## config.mk

```make
export PLATFORM = sky130hd
export DESIGN_NAME = axil_adder_master
export DESIGN_NICKNAME = d
export VERILOG_FILES = /design/src/rtl/axil_adder_master.sv
export SDC_FILE = /design/constraint.sdc
export NUM_CORES = 1
export LEC_CHECK = 0
export CAP_MARGIN = 20
export CORE_MARGIN = 1
export CORE_UTILIZATION = 43
export CTS_CLUSTER_DIAMETER = 50
export CTS_CLUSTER_SIZE = 14
export DETAILED_ROUTE_END_ITERATION = 8
export GPL_TIMING_DRIVEN = 0
export PLACE_DENSITY = 0.8
export SLEW_MARGIN = 40
export SYNTH_ARGS = -nofsm -noshare
export SYNTH_HDL_FRONTEND = slang
export SYNTH_SLANG_ARGS = --single-unit
```

## constraint.sdc

```tcl
create_clock -name m1_axi_aclk -period 1.7 [get_ports m1_axi_aclk]
set_input_delay 0.51 -clock m1_axi_aclk [delete_from_list [all_inputs] [get_ports m1_axi_aclk]]
set_output_delay 0.51 -clock m1_axi_aclk [all_outputs]
set_load 0.05 [all_outputs]
```

## src/rtl/axil_adder_master.sv

```systemverilog
// -----------------------------------------------------------------------------
// axil_adder_master
//
// AXI4-Lite master that drives an adder slave. Each accepted command writes
// operand A to ADDR_A, operand B to ADDR_B, reads the sum back from ADDR_RES
// and returns it on the res_* port. Only one transaction is in flight at a time.
//
// Ports
//   m1_axi_aclk, m1_axi_aresetn : clock (rising edge), async active-low reset
//   cmd_valid/cmd_ready, cmd_a/cmd_b : operand pair input handshake
//   res_valid/res_ready, res_data, res_err : result output handshake; res_err
//       is set when any write or read response in the transaction was not OKAY
//   m1_axi_aw* / m1_axi_w* / m1_axi_b* : write address, data and response
//   m1_axi_ar* / m1_axi_r*             : read address and data
//
// Every handshake and address/data output comes straight from a flop. The
// combinational process computes the next value of each output register, so
// outputs change only on a clock edge or on reset.
// -----------------------------------------------------------------------------
module axil_adder_master #(
  parameter int                    DATA_WIDTH = 32,
  parameter int                    ADDR_WIDTH = 8,
  parameter logic [ADDR_WIDTH-1:0] ADDR_A     = 8'h00,
  parameter logic [ADDR_WIDTH-1:0] ADDR_B     = 8'h04,
  parameter logic [ADDR_WIDTH-1:0] ADDR_RES   = 8'h18
) (
  input  logic                    m1_axi_aclk,
  input  logic                    m1_axi_aresetn,
  input  logic                    cmd_valid,
  output logic                    cmd_ready,
  input  logic [DATA_WIDTH-1:0]   cmd_a,
  input  logic [DATA_WIDTH-1:0]   cmd_b,
  output logic                    res_valid,
  input  logic                    res_ready,
  output logic [DATA_WIDTH-1:0]   res_data,
  output logic                    res_err,
  output logic [ADDR_WIDTH-1:0]   m1_axi_awaddr,
  output logic                    m1_axi_awvalid,
  input  logic                    m1_axi_awready,
  output logic [DATA_WIDTH-1:0]   m1_axi_wdata,
  output logic [DATA_WIDTH/8-1:0] m1_axi_wstrb,
  output logic                    m1_axi_wvalid,
  input  logic                    m1_axi_wready,
  input  logic [1:0]              m1_axi_bresp,
  input  logic                    m1_axi_bvalid,
  output logic                    m1_axi_bready,
  output logic [ADDR_WIDTH-1:0]   m1_axi_araddr,
  output logic                    m1_axi_arvalid,
  input  logic                    m1_axi_arready,
  input  logic [DATA_WIDTH-1:0]   m1_axi_rdata,
  input  logic [1:0]              m1_axi_rresp,
  input  logic                    m1_axi_rvalid,
  output logic                    m1_axi_rready
);

  typedef enum logic [2:0] {
    IDLE    = 3'd0,
    WR_A    = 3'd1,
    WR_B    = 3'd2,
    BRESP_A = 3'd3,
    BRESP_B = 3'd4,
    RD_ADDR = 3'd5,
    RD_DATA = 3'd6,
    DONE    = 3'd7
  } state_t;

  state_t                  state_r,     state_s;
  logic [DATA_WIDTH-1:0]   b_r,         b_s;
  logic                    cmd_ready_r, cmd_ready_s;
  logic                    awvalid_r,   awvalid_s;
  logic [ADDR_WIDTH-1:0]   awaddr_r,    awaddr_s;
  logic                    wvalid_r,    wvalid_s;
  logic [DATA_WIDTH-1:0]   wdata_r,     wdata_s;
  logic                    bready_r,    bready_s;
  logic                    arvalid_r,   arvalid_s;
  logic [ADDR_WIDTH-1:0]   araddr_r,    araddr_s;
  logic                    rready_r,    rready_s;
  logic                    res_valid_r, res_valid_s;
  logic [DATA_WIDTH-1:0]   res_data_r,  res_data_s;
  logic                    res_err_r,   res_err_s;

  // A channel is "done" once its valid is low (handshake already taken) or
  // its handshake completes this cycle; the write phase ends when both are.
  logic aw_done_s;
  logic w_done_s;
  logic bresp_bad_s;
  logic rresp_bad_s;

  // Handshake-completion and response-error decode.
  always_comb begin
    aw_done_s   = !awvalid_r || m1_axi_awready;
    w_done_s    = !wvalid_r  || m1_axi_wready;
    bresp_bad_s = (m1_axi_bresp != 2'b00);
    rresp_bad_s = (m1_axi_rresp != 2'b00);
  end

  // Next-state and next-output-register logic; every register holds by default.
  always_comb begin
    state_s     = state_r;
    b_s         = b_r;
    cmd_ready_s = cmd_ready_r;
    awvalid_s   = awvalid_r;
    awaddr_s    = awaddr_r;
    wvalid_s    = wvalid_r;
    wdata_s     = wdata_r;
    bready_s    = bready_r;
    arvalid_s   = arvalid_r;
    araddr_s    = araddr_r;
    rready_s    = rready_r;
    res_valid_s = res_valid_r;
    res_data_s  = res_data_r;
    res_err_s   = res_err_r;

    case (state_r)
      IDLE: begin
        if (cmd_valid && cmd_ready_r) begin
          // Operand A is latched directly into the write-data register.
          b_s         = cmd_b;
          res_err_s   = 1'b0;
          cmd_ready_s = 1'b0;
          awvalid_s   = 1'b1;
          wvalid_s    = 1'b1;
          awaddr_s    = ADDR_A;
          wdata_s     = cmd_a;
          state_s     = WR_A;
        end else begin
          // Also raises cmd_ready on the first edge after reset release.
          cmd_ready_s = 1'b1;
        end
      end

      WR_A, WR_B: begin
        if (awvalid_r && m1_axi_awready) begin
          awvalid_s = 1'b0;
        end else begin
          awvalid_s = awvalid_r;
        end
        if (wvalid_r && m1_axi_wready) begin
          wvalid_s = 1'b0;
        end else begin
          wvalid_s = wvalid_r;
        end
        if (aw_done_s && w_done_s) begin
          bready_s = 1'b1;
          state_s  = (state_r == WR_A) ? BRESP_A : BRESP_B;
        end else begin
          state_s  = state_r;
        end
      end

      BRESP_A: begin
        if (m1_axi_bvalid) begin
          bready_s  = 1'b0;
          res_err_s = res_err_r | bresp_bad_s;
          awvalid_s = 1'b1;
          wvalid_s  = 1'b1;
          awaddr_s  = ADDR_B;
          wdata_s   = b_r;
          state_s   = WR_B;
        end else begin
          state_s   = BRESP_A;
        end
      end

      BRESP_B: begin
        if (m1_axi_bvalid) begin
          bready_s  = 1'b0;
          res_err_s = res_err_r | bresp_bad_s;
          arvalid_s = 1'b1;
          araddr_s  = ADDR_RES;
          state_s   = RD_ADDR;
        end else begin
          state_s   = BRESP_B;
        end
      end

      RD_ADDR: begin
        if (m1_axi_arready) begin
          arvalid_s = 1'b0;
          rready_s  = 1'b1;
          state_s   = RD_DATA;
        end else begin
          state_s   = RD_ADDR;
        end
      end

      RD_DATA: begin
        if (m1_axi_rvalid) begin
          rready_s    = 1'b0;
          res_data_s  = m1_axi_rdata;
          res_err_s   = res_err_r | rresp_bad_s;
          res_valid_s = 1'b1;
          state_s     = DONE;
        end else begin
          state_s     = RD_DATA;
        end
      end

      DONE: begin
        if (res_ready) begin
          res_valid_s = 1'b0;
          cmd_ready_s = 1'b1;
          state_s     = IDLE;
        end else begin
          state_s     = DONE;
        end
      end

      default: begin
        state_s     = IDLE;
        cmd_ready_s = 1'b0;
        awvalid_s   = 1'b0;
        wvalid_s    = 1'b0;
        bready_s    = 1'b0;
        arvalid_s   = 1'b0;
        rready_s    = 1'b0;
        res_valid_s = 1'b0;
      end
    endcase
  end

  // State and output registers; reset aborts any transaction in flight.
  always_ff @(posedge m1_axi_aclk or negedge m1_axi_aresetn) begin
    if (!m1_axi_aresetn) begin
      state_r     <= IDLE;
      b_r         <= '0;
      cmd_ready_r <= 1'b0;
      awvalid_r   <= 1'b0;
      awaddr_r    <= '0;
      wvalid_r    <= 1'b0;
      wdata_r     <= '0;
      bready_r    <= 1'b0;
      arvalid_r   <= 1'b0;
      araddr_r    <= '0;
      rready_r    <= 1'b0;
      res_valid_r <= 1'b0;
      res_data_r  <= '0;
      res_err_r   <= 1'b0;
    end else begin
      state_r     <= state_s;
      b_r         <= b_s;
      cmd_ready_r <= cmd_ready_s;
      awvalid_r   <= awvalid_s;
      awaddr_r    <= awaddr_s;
      wvalid_r    <= wvalid_s;
      wdata_r     <= wdata_s;
      bready_r    <= bready_s;
      arvalid_r   <= arvalid_s;
      araddr_r    <= araddr_s;
      rready_r    <= rready_s;
      res_valid_r <= res_valid_s;
      res_data_r  <= res_data_s;
      res_err_r   <= res_err_s;
    end
  end

  assign cmd_ready      = cmd_ready_r;
  assign res_valid      = res_valid_r;
  assign res_data       = res_data_r;
  assign res_err        = res_err_r;
  assign m1_axi_awaddr  = awaddr_r;
  assign m1_axi_awvalid = awvalid_r;
  assign m1_axi_wdata   = wdata_r;
  assign m1_axi_wstrb   = {(DATA_WIDTH/8){1'b1}};
  assign m1_axi_wvalid  = wvalid_r;
  assign m1_axi_bready  = bready_r;
  assign m1_axi_araddr  = araddr_r;
  assign m1_axi_arvalid = arvalid_r;
  assign m1_axi_rready  = rready_r;

endmodule

```

# Word level (Yosys, flattened, before mapping)
# Cells that the tools add are included.
# op_classes
muxes	39
reduce_logical	34
n_eq_ne	17
bitwise_logic	2
# op_table
operator	count
two-way mux 32 bit	2
one-hot mux 32 bit (2 select lines)	1
one-hot mux 3 bit (7 select lines)	1
two-way mux 1 bit	19
inequality test 2 bit (second input constant)	9
two-way mux 8 bit	2
one-hot mux 8 bit (2 select lines)	1
nonzero test 2 bit	8
AND reduction 3 bit	5
equality test 3 bit (second input constant)	4
two-way mux 3 bit	4
AND reduction 4 bit	3
one-hot mux 1 bit (2 select lines)	5
AND reduction 2 bit	5
one-hot mux 1 bit (3 select lines)	3
equality test 3 x 2 -> 1 bit (second input constant)	2
nonzero test 3 bit	2
logical AND 1 bit	4
OR reduction 2 bit	2
equality test 3 x 1 -> 1 bit (second input constant)	1
logical NOT 3 bit	1
logical NOT 1 bit	2
logical OR 1 bit	2
two-way mux 2 bit	1
2 further kinds	3
# word_totals
output_inout_bits	92
inputBits	109
regBits	116
word_cells	106

# Longest topological paths before layout
# logic_depth
depth_word	5
mapped_depth	7
mapped_depth_nobuf	4

# Worst setup path after synthesis
# Ideal clock, no wire load.
# synth_timing
path_kind	register to register
from	register awvalid_r (netlist: m1_axi_awvalid)
to	register state_r[1]
setup_ns	0.123
path_slack_ns	0.082
arrival_time_ns	1.495
t_required_ns	1.577
path_stages_with_launch	4
synth_period_minus_slack_ns	1.618
path_buffers	0
path_cell_list	dfrtp_1 > a22oi_1 > mux2_2 > o221a_2
# synth_via
elab_chain_cells	5
# synth_rtl
element	line_no	source
start, declared	70	logic awvalid_r, awvalid_s;
start signal, assigned	243	awvalid_r <= awvalid_s;
logical NOT 1 bit	91	aw_done_s = !awvalid_r || m1_axi_awready;
logical OR 1 bit	91	
logical AND 1 bit	143	if (aw_done_s && w_done_s) begin
inequality test 2 bit (no line)	-	
AND reduction 2 bit (no line)	-	
end signal, assigned	240	state_r <= state_s;
end, declared	67	state_t state_r, state_s;
# Every way passes these cells.
# A chain may end at the register's enable or synchronous reset.

# Worst setup path after layout
# layout_timing
from	input m1_axi_awready
to	register state_r[1]
# layout_via
elab_chain_cells	4
# layout_rtl
element	line_no	source
start, declared	39	input logic m1_axi_awready,
logical OR 1 bit	91	
logical AND 1 bit	143	
inequality test 2 bit (no line)	-	
AND reduction 2 bit (no line)	-	
# Every way passes these cells.

==> results.sh <==
export IMPL_status="finished, final reports clean"
export IMPL_cts_tree="done"
export IMPL_avgSynthCellArea_um2=12.16
export IMPL_drtAntennaViolNets=0
export IMPL_hold_viol_final=0
export IMPL_grt_pass1_vias=3930
export IMPL_rr_worst_depth=4
export IMPL_drtPass1Iterations=4
export IMPL_grt_use_met2_pct=36.81
export IMPL_leakage_nw=3.371
export IMPL_dpl_instance_area_mm2=0.006924
export IMPL_syn_inst=397
export IMPL_cts_buffers=9
export IMPL_fmax_ghz=0.6058
export IMPL_die_w_um=108.0
export IMPL_grt_pass1_wl_um=18950
export IMPL_ys_types=34
export IMPL_core_mm2=0.01089
export IMPL_pre_cts_slack_ns=-0.5581
export IMPL_grt_ovfl_total=0
export IMPL_port_buffer_count=183
export IMPL_gp_congestion=0.8698
export IMPL_min_from="m1_axi_awaddr[2]"
export IMPL_cp_end_kind="flip-flop"
export IMPL_arrival_ns=1.92
export IMPL_dieArea_mm2=0.01166
export IMPL_ir_drop_v=0.001470
export IMPL_route_detailed_drc=0
export IMPL_dieHeight_um=108.0
export IMPL_holdWs_ns=0.5063
export IMPL_nNetsFinal=717
export IMPL_finalPower_mw=13.76
export IMPL_post_drt_wl_per_cell_um=16.27
export IMPL_cts_sinks=109
export IMPL_ys_warn_count=0
export IMPL_holdPathEnd="m1_axi_awaddr[2]"
export IMPL_postRouteWirelength_um=12250
export IMPL_grt_util_met3_pct=8.921
export IMPL_synth_seq_cells=109
export IMPL_final_util_pct=66.39
export IMPL_placementRows=38
export IMPL_syn2layout_area_growth_pct=49.70
export IMPL_rsz0062_at_grt="yes"
export IMPL_root_buffer="clkbuf_8"
export IMPL_drt_iter0_drc=149
export IMPL_synth_area_leaders="dfrtp_1, mux2_2, mux2i_1"
export IMPL_finClkSkew_ns=0.008261
export IMPL_antenna_found_initial=0
export IMPL_final_area_mm2=0.007228
export IMPL_use_met1_pct=23.85
export IMPL_yosysSeqAreaShare_pct=56.49
export IMPL_post_route_period_util_pct=97.11
export IMPL_reg2reg_from="state_r[2]"
export IMPL_dpl_cell_count=736
export IMPL_async_reset_ff_share_pct=100.0
export IMPL_postCtsSetupRepairBufs=0
export IMPL_crit_path_max_fanout=4
export IMPL_antennaDiodeCount=0
export IMPL_synth_edff_count=0
export IMPL_whs_path_depth=1
export IMPL_h_tree_depth=3
export IMPL_cp_required_ns=1.97
export IMPL_synthFlopType="dfrtp_1"
export IMPL_fillers=838
export IMPL_grt_usage_pct=21.49
export IMPL_p_per_area_mw_per_mm2=1904
export IMPL_grt_max_degree=78
export IMPL_fin_cells=753
export IMPL_clk_pin_slew_ns=0.10
export IMPL_viasPerCell=5.058
export IMPL_r2r_slack_ns=0.06
export IMPL_io_pins=201
export IMPL_setup_slack_ns=0.04921
export IMPL_finalSetupViolations=0
export IMPL_drv_slew=0
export IMPL_synth_top_area_share_pct=56.49
export IMPL_clock_tree_buffer_depth=2
export IMPL_crit_type="primary input to flip-flop"
export IMPL_setup_tns_ns=0
export IMPL_min_path_type="flip-flop to flip-flop"
export IMPL_start_kind="primary input"
export IMPL_min_period_ns=1.651
export IMPL_drive_gt1_share_pct=33.12
export IMPL_yosysTopAreaCell="dfrtp_1"
export IMPL_max_cap_violations=0
export IMPL_grt_busiest_layer="met2"
export IMPL_initial_utilization_pct=44.35
export IMPL_hpwl_um=9040
export IMPL_clock_latency_ns=0.38
export IMPL_r2r_end="b_r[28]"
export IMPL_vias=3809
export IMPL_synth_area_mm2=0.004828
cell families (layout without fill, tap and decap cells):
| family | count (synthesis) | in the layout | synth area share [%] |
|---|---|---|---|
| compound gates | 68 | 68 | 7.774 |
| other cells | 2 | 17 | 0.1555 |
| xor+xnor | 1 | 1 | 0.1814 |
| flops | 109 | 109 | 56.49 |
| mux | 97 | 97 | 21.79 |
| simple gates | 73 | 73 | 6.867 |
| buf+inv | 47 | 248 | 6.737 |
power by group:
part | switching [mW] | leakage, nW | internal (mW)
clock | 0.880 | 0.105 | 0.822
sequential | 0.741 | 1.29 | 3.84
combinational | 4.80 | 1.98 | 2.67
area by class of cell:
| cell class | instances | area (um2) | area share (%) |
|---|---|---|---|
| Clock buffer | 9 | 123.9 | 1.714 |
| Multi-Input combinational cell | 256 | 1868 | 25.84 |
| Buffer | 42 | 329.1 | 4.553 |
| Clock inverter | 7 | 90.09 | 1.246 |
| Tap cell | 140 | 175.2 | 2.423 |
| Inverter | 5 | 18.77 | 0.2597 |
| Sequential cell | 109 | 2729 | 37.75 |
| Timing Repair Buffer | 185 | 1894 | 26.21 |
how the worst max path moves through the flow:
stage | start | end | slack (ns) | cells past startpoint
after floorplan | m1_axi_awvalid | state_r[1] | 0.08 | 3
after global placement | m1_axi_aresetn | b_r[16] | -3.92 | 1
after detailed placement | m1_axi_rvalid | res_data[6] | -0.56 | 5
after CTS | m1_axi_rvalid | res_data[6] | 0.004 | 5
after global routing | state_r[0] | res_err | -0.01 | 4
final | m1_axi_awready | state_r[1] | 0.05 | 5
synth_stat cells, types with 2 or more instances:
cell type	instances
a221oi_1	2
nand2b_1	4
inv_1	5
mux2_2	63
mux2i_1	32
dfrtp_1	109
nor2_1	43
a21oi_1	40
a21o_1	2
clkbuf_1	3
nand3_1	4
a31oi_1	3
mux2_1	2
buf_4	20
nand2_1	11
o21ai_0	15
buf_6	8
nor2b_1	4
conb_1	2
buf_2	11
state kept, by name (all words and copies together), names as in the netlist:
| register | cells |
|---|---|
| m1_axi_awvalid | 1 |
| res_data | 32 |
| m1_axi_araddr | 1 |
| state_r | 3 |
| m1_axi_bready | 1 |
| m1_axi_rready | 1 |
| m1_axi_arvalid | 1 |
| m1_axi_awaddr | 1 |
| m1_axi_wvalid | 1 |
| res_err | 1 |
| res_valid | 1 |
| m1_axi_wdata | 32 |
| b_r | 32 |
| cmd_ready | 1 |
metal layers:
layer	vias up	part of all wire [%]	wire [um]
li1	1757	-	-
met1	1862	40	4870
met2	179	49	5951
met3	11	10	1245
met4	0	1.5	182
met5	-	0	0
worst max-delay path, cell delays in order:
cell,delay (ns)
clkdlybuf4s50_1,0.49
inv_1,0.06
a22oi_2,0.26
mux2_2,0.37
o221a_2,0.24
cell usage in the layout, fill, tap and decap left out, drive strengths merged, types with 2 or more instances in the layout:
master	count
a31oi	3
a21o	2
clkdlybuf4s18	2
dfrtp	109
nand2b	4
clkdlybuf4s50	105
mux2i	32
inv	5
nand3	5
nor2	43
bufinv	2
buf	53
a21oi	40
clkdlybuf4s15	60
conb	17
clkinv	3
mux2	65
dlymetal6s2s	2
a221oi	2
o21ai	16
clkinvlp	2
clkbuf	13
nor2b	4
nand2	11
repair_timing:
action                                  in CTS  in global routing
endpoints found under the setup margin     136                 81
endpoints found under the hold margin       32                  0
resized for setup                          245                 29
hold buffers                                 1                  0
pin swaps                                    0                  1
Power figures use the tool's default switching activity.
